<file path="config.mk">
export PLATFORM = sky130hd
export DESIGN_NAME = mul_arb
export DESIGN_NICKNAME = d
export VERILOG_FILES = /design/src/rtl/mul_arb.sv
export SDC_FILE = /design/constraint.sdc
export NUM_CORES = 1
export LEC_CHECK = 0
export ABC_AREA = 1
export BUFFER_PORTS_ARGS = -buffer_cell sky130_fd_sc_hd__buf_2
export CORE_MARGIN = 2
export CORE_UTILIZATION = 43
export CTS_BUF_LIST = sky130_fd_sc_hd__clkbuf_4
export DETAILED_ROUTE_END_ITERATION = 8
export PLACE_DENSITY_LB_ADDON = 0.12
export SETUP_SLACK_MARGIN = 0.4
export SLEW_MARGIN = 30
export SYNTH_ARGS = -nofsm -noshare
export SYNTH_HDL_FRONTEND = slang
export SYNTH_SLANG_ARGS = --single-unit
</file>
<file path="constraint.sdc">
create_clock -name ck -period 1.1 [get_ports ck]
set_input_delay 0.22 -clock ck [delete_from_list [all_inputs] [get_ports ck]]
set_output_delay 0.22 -clock ck [all_outputs]
set_load 0.01 [all_outputs]
</file>
<file path="src/rtl/mul_arb.sv">
// Round-robin arbiter/sequencer for the shared 8x8 shift-add multiplier; two clients, one mul.
// Optional watchdog on the multiplier handshake is enabled by defining MUL_ARB_TIMEOUT_EN.
module mul_arb (
  input  logic        ck,
  input  logic        rst_n,
  input  logic        req0,
  input  logic        req1,
  input  logic [7:0]  a0,
  input  logic [7:0]  b0,
  input  logic [7:0]  a1,
  input  logic [7:0]  b1,
  output logic        gnt0,
  output logic        gnt1,
  output logic        vld,
  output logic        vld_id,
  output logic [16:0] res,
  output logic        err,
  output logic [7:0]  m_a,
  output logic [7:0]  m_b,
  output logic        m_start,
  input  logic [16:0] m_o,
  input  logic        m_fin
);

  typedef enum logic {S_IDLE, S_WAIT} state_t;

  typedef struct packed {
    logic        gnt0;
    logic        gnt1;
    logic        vld;
    logic        vld_id;
    logic        err;
    logic        m_start;
    logic [16:0] res;
    logic [7:0]  m_a;
    logic [7:0]  m_b;
    logic        cur;
    logic        last;
  } regs_t;

  state_t state_q, state_d;
  regs_t  r_q, r_d;
  logic   any_req, pick1, tmo;

  assign any_req = req0 | req1;
  // On contention the client that was not served last wins.
  assign pick1   = req1 & (~req0 | ~r_q.last);

`ifdef MUL_ARB_TIMEOUT_EN
  logic [3:0] wdog_q;
  logic [3:0] wdog_inc;

  assign wdog_inc = wdog_q + 4'd1;
  assign tmo      = (state_q == S_WAIT) && (wdog_inc == 4'd12);

  always_ff @(posedge ck or negedge rst_n) begin
    if (!rst_n)                 wdog_q <= '0;
    else if (state_q == S_IDLE) wdog_q <= '0;
    else                        wdog_q <= wdog_inc;
  end
`else
  assign tmo = 1'b0;
`endif

  always_ff @(posedge ck or negedge rst_n) begin
    if (!rst_n) begin
      state_q    <= S_IDLE;
      r_q        <= '0;
      r_q.last   <= 1'b1;
    end else begin
      state_q    <= state_d;
      r_q        <= r_d;
    end
  end

  always_comb begin
    state_d = state_q;
    case (state_q)
      S_IDLE: if (any_req)       state_d = S_WAIT;
      S_WAIT: if (m_fin || tmo)  state_d = S_IDLE;
      default:                   state_d = S_IDLE;
    endcase
  end

  always_comb begin
    r_d         = r_q;
    r_d.gnt0    = 1'b0;
    r_d.gnt1    = 1'b0;
    r_d.vld     = 1'b0;
    r_d.err     = 1'b0;
    r_d.m_start = 1'b0;
    case (state_q)
      S_IDLE: begin
        if (any_req) begin
          r_d.m_start = 1'b1;
          r_d.cur     = pick1;
          r_d.last    = pick1;
          if (pick1) begin
            r_d.gnt1 = 1'b1;
            r_d.m_a  = a1;
            r_d.m_b  = b1;
          end else begin
            r_d.gnt0 = 1'b1;
            r_d.m_a  = a0;
            r_d.m_b  = b0;
          end
        end
      end
      S_WAIT: begin
        // A finish on the watchdog's last cycle still completes normally.
        if (m_fin) begin
          r_d.res    = m_o;
          r_d.vld_id = r_q.cur;
          r_d.vld    = 1'b1;
        end else if (tmo) begin
          r_d.err    = 1'b1;
          r_d.vld_id = r_q.cur;
        end
      end
      default: ;
    endcase
  end

  assign gnt0    = r_q.gnt0;
  assign gnt1    = r_q.gnt1;
  assign vld     = r_q.vld;
  assign vld_id  = r_q.vld_id;
  assign res     = r_q.res;
  assign err     = r_q.err;
  assign m_a     = r_q.m_a;
  assign m_b     = r_q.m_b;
  assign m_start = r_q.m_start;

endmodule
</file>
==> flow_summary.yaml, run 1 <==
setup_path:
  crit_path_start: "r_q[0]$_DFFE_PN1P_"
  cp.arrival_ns: 1.46
  endpoint_kind: "register"
  r2r-start: "r_q[0]$_DFFE_PN1P_"
  required_ns: 1.40
  worstSetupPathType: "register to register"
  crit_fanout: 6
  worstSetupStartpointType: "register"
route:
  route.detailed.drc: 0
  routed_via_density: 4.91
  wire_per_inst_um: 14.3
  first_iter_violations: 58
  num_vias: 1816
  finalWirelength_mm: 5.28
  antenna_left: 0
  drt_pre_antenna_iters: 4
die:
  die_y_um: 71.9
  start_util: 0.450
  num_rows: 24
  io_pins: 93
  core-area_um2: 4410
  dieWidth_um: 71.9
  die_area_um2: 5170
power_and_ir_drop:
  leakagePower_nw: 1.65
  pwr-share-comb: 0.404
  seq_power_share: 0.433
  p_int_w: 0.00301
  power.density_nw_per_um2: 1480
  clkPwrFrac: 0.163
  netSwitchingPower_w: 0.00158
  ir_worst_vdd_mv: 0.776
  finalPower_w: 0.00459
  p_sw_frac: 0.344
logic_synthesis:
  syn_area_um2: 1980
  synth.distinct_cells: 19
  yosys-top-cells-area: "dfrtp_1 (50%), buf_4 (14%), nand2_1 (14%)"
  synth_top_cell_area_share: 0.504
  synth_nets: 275
  synth_area_per_cell_um2: 8.98
  yosysWarnings: 0
  ys_ff_latch: 41
  synth-seq-area-share: 0.518
  syn_inst: 221
  synth_top_area_cell: "dfrtp_1"
sta:
  hold_slack_ns: 0.0686
  fmax_mhz: 860
  setup_viol: 44
  fin_skew_ns: 0.0208
  setup_ws_ns: -0.0634
  min_period_over_period: 1.06
  grt_setup_unrepaired: "yes"
  hold_violations: 0
  slew_violations: 0
  fin_crit_ns: 1.16
cells_and_area:
  syn_to_final_growth_pct: 56.3
  fin_area_um2: 3100
  drive_gt1_frac: 0.660
  antenna_cells: 0
  utilization: 0.703
  nets: 371
min_path:
  hold_class: "primary input to register"
  min_from: "m_o[2]"
cts:
  clk-insertion-delay-late_ns: 0.36
  root_buffer: "clkbuf_4"
  cts_made_buffers: 5
  cts.reportedPaths.clkPinSlew_ns: 0.12
  clockBufferDepth: 2
  cts_tree: "built"
  clkSinkCount: 41
  h-tree-depth: 2
run_status:
  status: "finished, violations left"
  violations: "negative setup slack"
place:
  io_buffers: 91
  gp_congestion: 0.733
  dpl.hpwl_mm: 3.07
  pre_cts_ws_ns: -0.0333
  dpl_cell_area_um2: 2320
global_route:
  antenna_found_initial: 0
  grt_max_degree: 42
  overflow: 0
  grt_pass1_wl_mm: 7.67
  grt_usage: 0.191
  grt_pass1_vias: 1681
flow_run:
  cap_violations: 0
## synth_stat cells, drive strengths merged
master	count
nand2	75
buf	44
dfrtp	40
nand3	31
nand4	15
inv	5
nor2	3
o21ai	3
a21oi	2
conb	1
dfstp	1
nand3b	1
## layout by cell type, fill, tap and decap left out, types with 2 or more instances in the layout
master     Yosys  layout
nand4_1       15      15
clkbuf_4       0       5
dfrtp_1       40      39
nand3_4        0       4
nand3_2        0      24
nand2_2        1      23
nand2_4        1       6
buf_12         0       6
clkinv_2       0       2
nand2_1       73      44
buf_2          4      88
buf_6          3       9
clkbuf_16      0       3
inv_1          3       2
nand2_8        0       2
buf_16         0       2
nand3_1       31       3
inv_2          2       2
nor2_4         1       2
buf_4         37      23
## registers in the layout, indices dropped and copies added, names as in the netlist
name,cells
gnt0,1
gnt1,1
m_a,8
m_b,8
m_start,1
r_q,2
res,17
state_q,1
vld,1
vld_id,1
## power groups by stage
stage,Combinational (W),Clock [W],Sequential (W)
finish,0.00185,0.000749,0.00199
global route,0.00201,0.000841,0.00203
CTS,0.00144,0.000767,0.00197
detailed placement,0.00116,0,0.00199
global placement,0.00115,0,0.00199
floorplan,0.00112,0,0.00202
## kinds of logic after synthesis
logic type,after synthesis,synth area share
AO/OA/AOI/OAI,5,0.0183
buffers and inverters,49,0.177
flip-flops,41,0.518
other,1,0.00189
AND/OR/NAND/NOR,125,0.286
## routing by layer
layer  track usage  routed length [um]
met1         0.228                2080
met2         0.335                2800
met3        0.0500                 314
met4        0.0671                  72
met5             0                   0
## final timing paths
check | cells after the start | endpoint | slack, ns
setup / recovery | 5 | m_b[7]$_DFFE_PN0P_ | -0.06
hold / removal | 3 | res[2]$_DFFE_PN0P_ | 0.07
setup reg to reg | 5 | m_b[7]$_DFFE_PN0P_ | -0.06
hold reg to reg | 2 | res[0]$_DFFE_PN0P_ | 0.49
max in group asynchronous | 3 | r_q[0]$_DFFE_PN1P_ | 0.48
min in group asynchronous | 3 | m_b[5]$_DFFE_PN0P_ | 0.35
## area by class of cell
type | count | area (um^2)
clock buffer | 5 | 37.5
tap | 52 | 65.1
timing repair buffer | 133 | 990
fill | 348 | 1310
multi-input combinational | 131 | 928
clock inverter | 3 | 17.5
inverter | 5 | 35.0
sequential | 41 | 1030
## critical path, stage by stage, from the launching register on
cell	delay, ns
dfstp_2	0.58
nand2_4	0.11
nand2_8	0.12
clkbuf_16	0.16
nand3_2	0.08
nand3_2	0.07
## stage by stage
stage,instances,TNS [ns]
global placement,331,-0.126
finish,370,-1.06
global route,370,-3.59
CTS,355,-0.916
floorplan,221,0
detailed placement,331,-0.259
## repair_timing
| item | 4_1_cts | 5_1_grt |
|---|---|---|
| gates cloned | 2 | 3 |
| endpoints found under the setup margin | 79 | 79 |
| pin swaps | 9 | 26 |
| setup buffers | 13 | 12 |
| endpoints found under the hold margin | 40 | 0 |
| hold buffers | 1 | 0 |
| resized for setup | 43 | 54 |
Note: power is estimated with default switching activity, not from simulation.
==> run 2, diff against run 1 <==
Settings changed: REMOVE_ABC_BUFFERS from default to 1.
==> run 2 against run 1 <==
Against the previous run:
- first-iteration DRC count is 57% higher
- clock skew is 0.0080 ns lower
- hold slack worse by 0.019 ns
- clock-buffer cell count stayed put
- combinational power hardly changed
- the run still ends with negative setup slack left
- largest cell class unchanged
- setup slack better by 0.016 ns
- power is 1.1% lower
- clock power is 3% lower
- non-clock buffer count is 3 higher
- via count is 3.3% higher
- global-route usage is 3.7 points higher
- critical path type is now register to output pin
==> flow_summary.yaml, run 2 (same netlist as run 1, synthesis figures left out) <==
run_status:
  status: "finished, violations left"
  violations: "negative setup slack"
setup_path:
  endpoint_kind: "output pin"
  crit_fanout: 2
  path_buf_inv: 1
  crit_slowest_cell: "dfrtp_1"
  worstSetupStartpointType: "register"
  max_stage_delay_ns: 0.42
  cp.arrival_ns: 0.93
  worstSetupPathType: "register to output pin"
  cpLargestDelayFamily: "flip-flops"
  crit_chain: "buf_2"
  required_ns: 0.88
cells_and_area:
  antenna_cells: 0
  n_fill_cell: 371
  largest_reg_flops: 17
  seqCellArea_um2: 1030
  utilization: 0.693
  nets: 377
  layout_commonest_cell: "buf_2"
  multi_input_area_um2: 888
  drive_gt1_frac: 0.642
  syn_to_final_growth_pct: 54.2
  mostFrequentLayoutCells: "buf_2 (90), nand2_1 (53), dfrtp_1 (39)"
route:
  route.detailed.drc: 0
  first_iter_violations: 91
  finalWirelength_mm: 5.76
  antenna_left: 0
  wire_per_inst_um: 15.3
  routed_via_density: 4.99
  num_vias: 1876
  drt_pre_antenna_iters: 4
sta:
  fin_crit_ns: 1.15
  setup_viol: 47
  setup_ws_ns: -0.0470
  grt_setup_unrepaired: "yes"
  slew_violations: 0
  min_period_over_period: 1.04
  fin_skew_ns: 0.0128
  tns_ns: -0.679
  hold_violations: 0
  fmax_mhz: 872
die:
  start_util: 0.450
  num_rows: 24
  die_y_um: 71.9
  io_pins: 93
  dieWidth_um: 71.9
  core-area_um2: 4410
  die_area_um2: 5170
power_and_ir_drop:
  power.density_nw_per_um2: 1480
  ir_worst_vdd_mv: 0.797
  netSwitchingPower_w: 0.00157
  clkPwrFrac: 0.161
  pwr-share-comb: 0.403
  leakagePower_nw: 1.66
  p_sw_frac: 0.345
  p_int_w: 0.00297
  seq_power_share: 0.436
global_route:
  grt_usage: 0.229
  grt_pass1_wl_mm: 8.96
  grt_max_degree: 42
  antenna_found_initial: 0
  overflow: 0
  grt_pass1_vias: 1858
cts:
  cts_made_buffers: 5
  clk-insertion-delay-late_ns: 0.35
  cts.reportedPaths.clkPinSlew_ns: 0.13
  clkSinkCount: 41
  clockBufferDepth: 2
  h-tree-depth: 2
  root_buffer: "clkbuf_4"
  cts_tree: "built"
place:
  gp_congestion: 0.732
  pre_cts_ws_ns: -0.0232
  io_buffers: 91
  dpl.hpwl_mm: 3.17
flow_run:
  cap_violations: 0
min_path:
  hold_class: "primary input to register"
run 2: metal layers:
layer,wire length [um],track usage,vias to the layer above
li1,-,-,898
met1,2200,0.280,896
met2,3150,0.395,75
met3,349,0.0569,7
met4,60,0.0776,0
met5,0,0,-
run 2: worst reg2reg max path, delay by kind of cell, from the launching register on:
family	cells	cell delay (ns)
and+or+nand+nor	4	0.36
DFF	1	0.58
buffers and inverters	1	0.14
run 2: power by group through the flow:
stage                     Sequential, W  Combinational (W)  Clock (W)
after floorplan                 0.00212           0.000388          0
after global placement          0.00199            0.00115          0
after detailed placement        0.00199            0.00117          0
after CTS                       0.00197            0.00160   0.000752
after global routing            0.00201            0.00199   0.000812
final                           0.00198            0.00183   0.000730
run 2: timing repair:
action                     4_1_cts  5_1_grt
pin swaps                       21       20
setup buffers                   16       11
hold endpoints to repair        40        0
setup endpoints to repair       79       79
cloned                           8        0
resized for setup               68       27
hold buffers                     1        0
run 2: through the flow:
| step | cells | hold slack [ns] | area (um^2) | power, W |
|---|---|---|---|---|
| 6_report | 376 | 0.0496 | 3060 | 0.00454 |
| 5_1_grt | 376 | 0.0291 | 3060 | 0.00481 |
| 4_1_cts | 365 | 0.0384 | 2890 | 0.00432 |
| 3_5_place_dp | 332 | 0.210 | 2310 | 0.00315 |
| 3_3_place_gp | 332 | 0.211 | 2310 | 0.00313 |
| 2_1_floorplan | 177 | -0.0756 | 1650 | 0.00251 |
run 2: worst paths after layout:
path | from | to | slack, ns | cells after the start
min reg2reg | res[2]$_DFFE_PN0P_ | res[2]$_DFFE_PN0P_ | 0.50 | 2
max reg2reg | r_q[0]$_DFFE_PN1P_ | m_b[0]$_DFFE_PN0P_ | -0.03 | 5
min | m_o[12] | res[12]$_DFFE_PN0P_ | 0.05 | 3
max | res[7]$_DFFE_PN0P_ | res[7] | -0.05 | 1
min in group asynchronous | rst_n | gnt0$_DFF_PN0_ | 0.34 | 3
max in group asynchronous | rst_n | r_q[0]$_DFFE_PN1P_ | 0.49 | 3
run 2: area by class of cell:
cell class / instances / share of cell area
multi-input cells: 131 / 0.290
well taps: 52 / 0.0213
repair buffers: 136 / 0.319
clock buffers: 5 / 0.0123
flip-flops and latches: 41 / 0.336
clock inverters: 3 / 0.00409
inverters: 5 / 0.00859
repair inverters: 3 / 0.00777
==> run 3, diff against run 2 <==
Settings changed: PLACE_DENSITY from default to 0.78, PLACE_DENSITY_LB_ADDON 0.12 to default.
==> run 3 against run 2 <==
Against the previous run:
- the run ends with negative hold slack, negative setup slack left
- via count decreased by 1.3%
- sequential cell count unchanged
- cell count decreased by 3.2%
- hold slack got worse by 0.35 ns
- fmax decreased by 0.74%
- largest power group unchanged
- highest routed layer unchanged
==> flow_summary.yaml, run 3 (same netlist as run 1, synthesis figures left out) <==
place:
  gp_congestion: 0.793
  dpl.hpwl_mm: 3.43
  io_buffers: 91
setup_path:
  path_buf_inv: 1
  max_stage_delay_ns: 0.43
  cp.arrival_ns: 0.94
  crit_slowest_cell: "dfrtp_1"
  required_ns: 0.88
  r2r_setup_slack_ns: -0.03
  crit_chain: "buf_2"
  endpoint_kind: "output pin"
  cpLargestDelayFamily: "flip-flops"
  crit_fanout: 2
  worstSetupPathType: "register to output pin"
  r2r_cells: 5
  r2r_end: "m_b[4]$_DFFE_PN0P_"
  worstSetupPathDepth: 1
  worstSetupStartpointType: "register"
  r2r-start: "r_q[0]$_DFFE_PN1P_"
sta:
  setup_viol: 36
  hold_violations: 41
  fmax_mhz: 865
  min_period_over_period: 1.05
  grt_setup_unrepaired: "yes"
  fin_crit_ns: 1.16
  setup_ws_ns: -0.0555
  hold_slack_ns: -0.296
  tns_ns: -0.746
  fin_skew_ns: 0.0193
  slew_violations: 0
cts:
  h-tree-depth: 2
  cts_tree: "built"
  clockBufferDepth: 2
  clkSinkCount: 41
  clk-insertion-delay-late_ns: 0.35
  cts_made_buffers: 5
  cts.reportedPaths.clkPinSlew_ns: 0.14
  root_buffer: "clkbuf_4"
cells_and_area:
  syn_to_final_growth_pct: 49.9
  nets: 365
  largest_reg_flops: 17
  mostFrequentLayoutCells: "buf_2 (89), nand2_1 (53), dfrtp_1 (39)"
  layout_commonest_cell: "buf_2"
  antenna_cells: 0
  drive_gt1_frac: 0.622
  n_fill_cell: 347
  utilization: 0.674
die:
  dieWidth_um: 71.9
  io_pins: 93
  die_y_um: 71.9
  num_rows: 24
  die_area_um2: 5170
  core-area_um2: 4410
  start_util: 0.450
route:
  routed_via_density: 5.09
  finalWirelength_mm: 5.77
  num_vias: 1851
  wire_per_inst_um: 15.8
  antenna_left: 0
  route.detailed.drc: 0
  drt_pre_antenna_iters: 5
  first_iter_violations: 111
run_status:
  status: "finished, violations left"
  violations: "negative hold slack, negative setup slack"
global_route:
  antenna_found_initial: 0
  grt_max_degree: 26
  grt_usage: 0.203
  grt_pass1_wl_mm: 8.21
  grt_pass1_vias: 1786
  overflow: 0
power_and_ir_drop:
  seq_power_share: 0.420
  clkPwrFrac: 0.212
  ir_worst_vdd_mv: 0.844
  leakagePower_nw: 1.60
  power.density_nw_per_um2: 1600
  pwr-share-comb: 0.369
  p_sw_frac: 0.337
  p_int_w: 0.00315
  netSwitchingPower_w: 0.00160
min_path:
  hold_class: "primary input to async pin"
flow_run:
  cap_violations: 0
-- run 3: cell types whose count changed in the layout (fill, tap and decap cells not counted), moves of 2 or more --
cell      change
clkinv_1      -2
buf_6         -8
nand3_1       +5
nand2_4       -2
nand2_2       +2
buf_16        -2
nand3_2      -10
nand3_4       +5
-- run 3: cell type report --
class,count,area (um^2),area share
clock inverters,3,46.3,0.0156
repair inverters,1,11.3,0.00378
clock buffers,5,37.5,0.0126
inverters,5,33.8,0.0114
flip-flops and latches,41,1030,0.346
multi-input cells,131,891,0.299
repair buffers,126,862,0.290
well taps,52,65.1,0.0219
-- run 3: timing repair --
item | in CTS | in global routing
endpoints found under the hold margin | 33 | 16
gates cloned | 2 | 2
gates resized for setup | 56 | 34
pin swaps | 24 | 16
setup endpoints to repair | 79 | 79
buffers inserted | 11 | 9
-- run 3: power groups by stage --
stage / sequential [W] / combinational, W / clock [W]
floorplan: 0.00212 / 0.000388 / 0
global placement: 0.00198 / 0.00113 / 0
detailed placement: 0.00199 / 0.00116 / 0
CTS: 0.00197 / 0.00150 / 0.00101
global route: 0.00202 / 0.00189 / 0.00108
finish: 0.00199 / 0.00175 / 0.00100
-- run 3: how the worst max path moves through the flow --
stage / from / to
4_1_cts: res[5]$_DFFE_PN0P_ / res[5]
2_1_floorplan: state_q$_DFF_PN0_ / res[0]$_DFFE_PN0P_
3_3_place_gp: req1 / m_b[0]$_DFFE_PN0P_
6_report: res[4]$_DFFE_PN0P_ / res[4]
3_5_place_dp: req1 / m_b[3]$_DFFE_PN0P_
5_1_grt: res[4]$_DFFE_PN0P_ / res[4]
-- run 3: through the flow --
step | setup WS (ns) | instance area (um^2) | cells | total power, W
2_1_floorplan | -0.133 | 1650 | 177 | 0.00251
3_3_place_gp | -0.00412 | 2300 | 332 | 0.00312
3_5_place_dp | -0.0729 | 2300 | 332 | 0.00314
4_1_cts | -0.0319 | 2750 | 353 | 0.00448
5_1_grt | -0.0875 | 2980 | 364 | 0.00499
6_report | -0.0555 | 2980 | 364 | 0.00475
-- run 3: per-layer routing --
metal	up-vias	part of all wire	GRT usage
met3	8	0.053	0.0444
met1	902	0.41	0.260
li1	869	-	-
met2	72	0.52	0.349
met4	0	0.020	0.0587
met5	-	0	0
